`config.mk`:
```
export PLATFORM = sky130hd
export DESIGN_NAME = multiplier_control
export DESIGN_NICKNAME = d
export VERILOG_FILES = /design/src/rtl/multiplier_control.sv
export SDC_FILE = /design/constraint.sdc
export NUM_CORES = 1
export LEC_CHECK = 0
export CAP_MARGIN = 20
export CORE_AREA = 2 2 39 41
export DETAILED_ROUTE_END_ITERATION = 12
export DIE_AREA = 0 0 41 43
export MAX_ROUTING_LAYER = met4
export SYNTH_ARGS = -nofsm -noshare
export SYNTH_HDL_FRONTEND = slang
export SYNTH_SLANG_ARGS = --single-unit
```
`constraint.sdc`:
```
create_clock -name Clk -period 1.46 [get_ports Clk]
set_clock_uncertainty 0.1 [all_clocks]
set_input_delay 0.219 -clock Clk [delete_from_list [all_inputs] [get_ports Clk]]
set_output_delay 0.219 -clock Clk [all_outputs]
set_load 0.05 [all_outputs]
```
`src/rtl/multiplier_control.sv`:
```
// Sequencer for a shift-add (Booth-style final subtract) multiplier datapath.
// Issues one datapath command per cycle: clear/load, ITER add+shift pairs, then holds the result.
module multiplier_control #(
  parameter int unsigned ITER = 8
) (
  input  logic Clk,
  input  logic Reset,
  input  logic Run,
  input  logic ClearA_LoadB,
  input  logic M,
  output logic Clr_Ld,
  output logic ClearAX,
  output logic Add,
  output logic Sub,
  output logic Shift,
  output logic Busy,
  output logic Done
);

  localparam int unsigned CntW = (ITER > 1) ? $clog2(ITER) : 1;
  localparam logic [CntW-1:0] CntLast = CntW'(ITER - 1);

  typedef enum logic [2:0] {
    StIdle,
    StClr,
    StAdd,
    StShift,
    StHold
  } state_e;

  state_e          state_q, state_d;
  logic [CntW-1:0] cnt_q, cnt_d;

  always_ff @(posedge Clk or posedge Reset) begin
    if (Reset) begin
      state_q <= StIdle;
      cnt_q   <= '0;
    end else begin
      state_q <= state_d;
      cnt_q   <= cnt_d;
    end
  end

  always_comb begin
    state_d = state_q;
    cnt_d   = cnt_q;
    Clr_Ld  = 1'b0;
    ClearAX = 1'b0;
    Add     = 1'b0;
    Sub     = 1'b0;
    Shift   = 1'b0;
    Busy    = 1'b0;
    Done    = 1'b0;

    unique case (state_q)
      StIdle: begin
        // Load request wins over Run; gated so reset never leaks a command.
        if (ClearA_LoadB) begin
          Clr_Ld = ~Reset;
        end else if (Run) begin
          state_d = StClr;
        end
      end
      StClr: begin
        ClearAX = 1'b1;
        Busy    = 1'b1;
        cnt_d   = '0;
        state_d = StAdd;
      end
      StAdd: begin
        Busy = 1'b1;
        // Final partial product carries the sign bit's negative weight.
        if (cnt_q == CntLast) begin
          Sub = M;
        end else begin
          Add = M;
        end
        state_d = StShift;
      end
      StShift: begin
        Shift = 1'b1;
        Busy  = 1'b1;
        if (cnt_q == CntLast) begin
          state_d = StHold;
        end else begin
          cnt_d   = cnt_q + CntW'(1);
          state_d = StAdd;
        end
      end
      StHold: begin
        Done = 1'b1;
        if (!Run) begin
          state_d = StIdle;
        end
      end
      default: begin
        state_d = StIdle;
      end
    endcase
  end

endmodule

```
# Yosys cells after proc, flatten, opt, wreduce, memory -nomap -nowiden

Index checks and enable logic that the tools add are counted.

Logic and storage cells: 35
Output and inout port bits: 7
Register bits after elaboration: 6
Input port bits: 5

Reductions and logical operators: 5
Equality and inequality tests: 9
Mux-type cells: 17
Bitwise logic cells: 1
$add $sub $neg: 1

Operators by type and width:

| kind                | number |
|---|---|
| $mux 3              | 5 |
| $pmux 3 s5          | 1 |
| $mux 1              | 10 |
| $ne 2x2->1 const B  | 4 |
| $eq 3x2->1 const B  | 2 |
| $eq 3x3->1 const B  | 2 |
| $pmux 3 s2          | 1 |
| $add 3x1->3 const B | 1 |
| $eq 3x1->1 const B  | 1 |
| $logic_not 3->1     | 1 |
| $reduce_and 3->1    | 1 |
| $reduce_or 3->1     | 1 |
| $reduce_and 2->1    | 1 |
| $reduce_bool 2->1   | 1 |
| $not 1->1           | 1 |

# Depth between registers and ports, before layout

Depth in word-level cells: 3
Gate-level depth with buffers: 5
Mapped depth without buffers: 5

# Least setup slack after synthesis

Ideal clock, no wire load.

Path type: reg2out
Start: reg cnt_q[0]
End: out Sub
Path slack: -1.213 ns
Cell stages (with the launch flop): 4
Data required time: 1.141 ns
Arrival time: 2.354 ns
Path buffers: 0
Path through: dfrtp_1 -> ha_1 -> ha_1 -> nor4b_1

Word-level cells in the longest chain between the ends: 3

RTL lines:

| what                   | line | source |
|---|---|---|
| start, declared        | 32   | `logic [CntW-1:0] cnt_q, cnt_d;` |
| start signal, assigned | 40   | `cnt_q <= cnt_d;` |
| $eq 3x3->1             | 73   | `if (cnt_q == CntLast) begin` |
| $mux 1                 | 73   |  |
| $mux 1                 | 55   | `unique case (state_q)` |
| end, declared          | 14   | `output logic Sub,` |

Every way passes these cells.

# Worst setup path after layout

Start: reg cnt_q[1]
End: out Add

Word-level cells in the longest chain between the ends: 3

RTL lines:

| what          | line | source |
|---|---|---|
| $eq 3x3->1    | 73   |  |
| $mux 1        | 73   |  |
| $mux 1        | 55   |  |
| end, declared | 13   | `output logic Add,` |

Every way passes these cells.

==> results <==
## flip-flops by register name, summed over array words and instances (netlist names)
register,count
cnt_q,3
state_q,3
## kinds of logic (layout without fill, tap and decap cells)
family | Yosys count | after routing | share of synthesized area, %
compound gates | 4 | 4 | 8.12
fa+ha+maj | 2 | 2 | 7.38
buf+inv | 3 | 35 | 5.54
flops | 6 | 6 | 44.3
mux | 1 | 1 | 3.32
simple gates | 17 | 17 | 31.4
## cells in the final DEF, fill, tap and decap left out, drive strengths merged
cell type,synthesis,layout
buf,1,25
dfrtp,6,6
clkdlybuf4s50,0,4
clkbuf,0,4
nor2,3,3
nand2b,2,2
a22o,2,2
nor4b,2,2
inv,2,2
nor3,2,2
nand2,2,2
ha,2,2
nand3,1,1
o21ai,1,1
and3b,1,1
nor2b,1,1
mux2,1,1
and2,1,1
nor4,1,1
and3,1,1
a21oi,1,1
## area by class of cell
type / count / area (um2) / share of cell area, %
repair buffers: 29 / 334 / 40.6
multi-input cells: 24 / 282 / 34.2
flip-flops and latches: 6 / 153 / 18.6
clock buffers: 4 / 26.3 / 3.20
well taps: 16 / 20.0 / 2.44
inverters: 2 / 7.51 / 0.913
## stage by stage
step	instance area (um2)	util (%)	setup TNS (ns)
3_3_place_gp	663	47.9	-0.382
4_1_cts	778	56.2	-1.22
2_1_floorplan	414	-	-0.465
3_5_place_dp	663	47.9	-0.501
5_1_grt	822	59.4	-1.64
6_report	822	59.4	-1.07
## power by group through the flow
| stage | combinational, W | sequential [W] | clock (W) |
|---|---|---|---|
| 2_1_floorplan | 0.000444 | 0.000311 | 0 |
| 3_3_place_gp | 0.000722 | 0.000324 | 0 |
| 3_5_place_dp | 0.000747 | 0.000327 | 0 |
| 4_1_cts | 0.000942 | 0.000320 | 0.000166 |
| 5_1_grt | 0.00111 | 0.000320 | 0.000183 |
| 6_report | 0.00104 | 0.000309 | 0.000161 |
## metal layers
layer  GRT usage [%]  part of all wire [%]
met5               -                     0
met2            22.5                    55
met1            12.3                    40
met4            4.00                  0.63
met3            4.71                   4.3
## worst paths after layout
check,from,endpoint,cells past startpoint
min reg2reg,cnt_q[2]$_DFFE_PP0P_,cnt_q[2]$_DFFE_PP0P_,1
max in group asynchronous,Reset,state_q[1]$_DFFE_PP0P_,2
max,cnt_q[1]$_DFFE_PP0P_,Add,4
max reg2reg,cnt_q[1]$_DFFE_PP0P_,cnt_q[0]$_DFFE_PP0P_,7
min in group Clk,cnt_q[2]$_DFFE_PP0P_,cnt_q[2]$_DFFE_PP0P_,1
min,Reset,cnt_q[1]$_DFFE_PP0P_,2
## what timing repair did
item / 4_1_cts / 5_1_grt
endpoints found under the setup margin: 9 / 11
gates cloned: 0 / 0
gates resized for setup: 10 / 5
pin swaps: 5 / 4
setup buffers: 6 / 5
==> results.yml <==
worst_setup_path:
  cpPeakStageDelay_ns: 0.37
  crit_chain: "ha_2 -> ha_4 -> nor4_4 -> buf_12"
  slowest_stage: "dfrtp_1"
  critPathRequiredTime_ns: 1.14
  critical_path_arrival_ns: 1.42
  crit_path_end_kind: "output port"
  path_buf_inv: 1
  cp_max_fo: 3
  path_delay_family: "flip-flops"
  cp-start-kind: "flip-flop"
  reg2reg_slack_ns: -0.12
  critical_path_class: "reg -> out"
logic_synthesis:
  synth_top_area_share_pct: 44.3
  ys_warn_count: 0
  synth_commonest_cells: "dfrtp_1 (6), nor2_1 (3)"
  synth_seq_area_share_pct: 44.3
  avgSynthCellArea_um2: 10.3
  netlist_instances: 33
  ys_ff_latch: 6
  yosysTopAreaCell: "dfrtp_1"
  synth_fp_nets: 40
  synth_top_flop_cell: "dfrtp_1"
  async_flop_share_pct: 100
  yosys-top-cells-area: "dfrtp_1 (44%), ha_1 (7.4%), a22o_1 (5.2%), nor4b_1 (5.2%), nor2b_4 (4.1%)"
  synth_edf_count: 0
  synth_cell_types: 19
  synth_most_common_cell: "dfrtp_1"
  synth.cell_area_um2: 339
floorplan:
  pin_count: 12
  die_h_um: 43
  initial_core_util_pct: 24.5
  rows: 14
  fp.dieW_um: 41
  core_mm2: 0.00138
  dieArea_mm2: 0.00176
grt:
  gr-total-overflow: 0
  grt_pass1_wl_mm: 1.48
  grt_pass1_vias: 373
  antenna_found_initial: 0
  grt_max_degree: 7
  grt_usage_pct: 12.9
place:
  dp_cells: 67
  portBuffers: 11
  post-dp-hpwl_um: 646
  place_congestion: 0.697
  dpl_worst_slack_ns: -0.130
power:
  internal_power_w: 0.000943
  fin_total_pwr_w: 0.00151
  p_clk_share_pct: 10.7
  p_switching_w: 0.000564
  combPwrFrac_pct: 68.8
  p_sw_share_pct: 37.4
  seq_power_share_pct: 20.5
  vdd_drop_max_mv: 0.933
  p_per_area_mw_per_mm2: 1830
  leakage_nw: 0.365
timing:
  setup_violations: 9
  period_needed_ns: 1.74
  rsz0062_at_grt: "true"
  fmax_mhz: 576
  slew_violations: 0
  hold_viol: 0
  period_share_pct: 119
  hold_slack_ns: 0.204
  layout_setup_ws_ns: -0.275
  tightest_slew_ns: 0.260
  max_slew_margin_pct: 82.5
drt:
  via_per_inst: 4.51
  routedWlPerCell_um: 11.7
  ant_nets: 0
  drt_iter0_markers: 1
  wirelength_um: 946
  first_pass_iters: 2
  drc: 0
  vias: 365
cts:
  clk_pin_slew_ns: 0.05
  cts_hold_buf: 0
  cts_inserted_buffers: 3
  clock-root-buffer: "clkbuf_4"
  clock_sinks: 6
  cts_buffer_depth: 2
  cts_tree: "done"
  clkLatencyLatePin_ns: 0.24
  htreeDepth: 1
finish:
  fin_nets: 73
  antenna_cells: 0
  fin_cells: 81
  area_growth_pct: 142
  final_layout_size_suffix_gt1_share_pct: 69.2
  fillers: 111
outcome:
  violations: "setup timing"
  outcome: "complete, but fails checks"
worst_hold_path:
  hold_class: "in -> async"
job:
  maxCapViolCount: 0
Note: power is estimated with default switching activity, not from simulation.
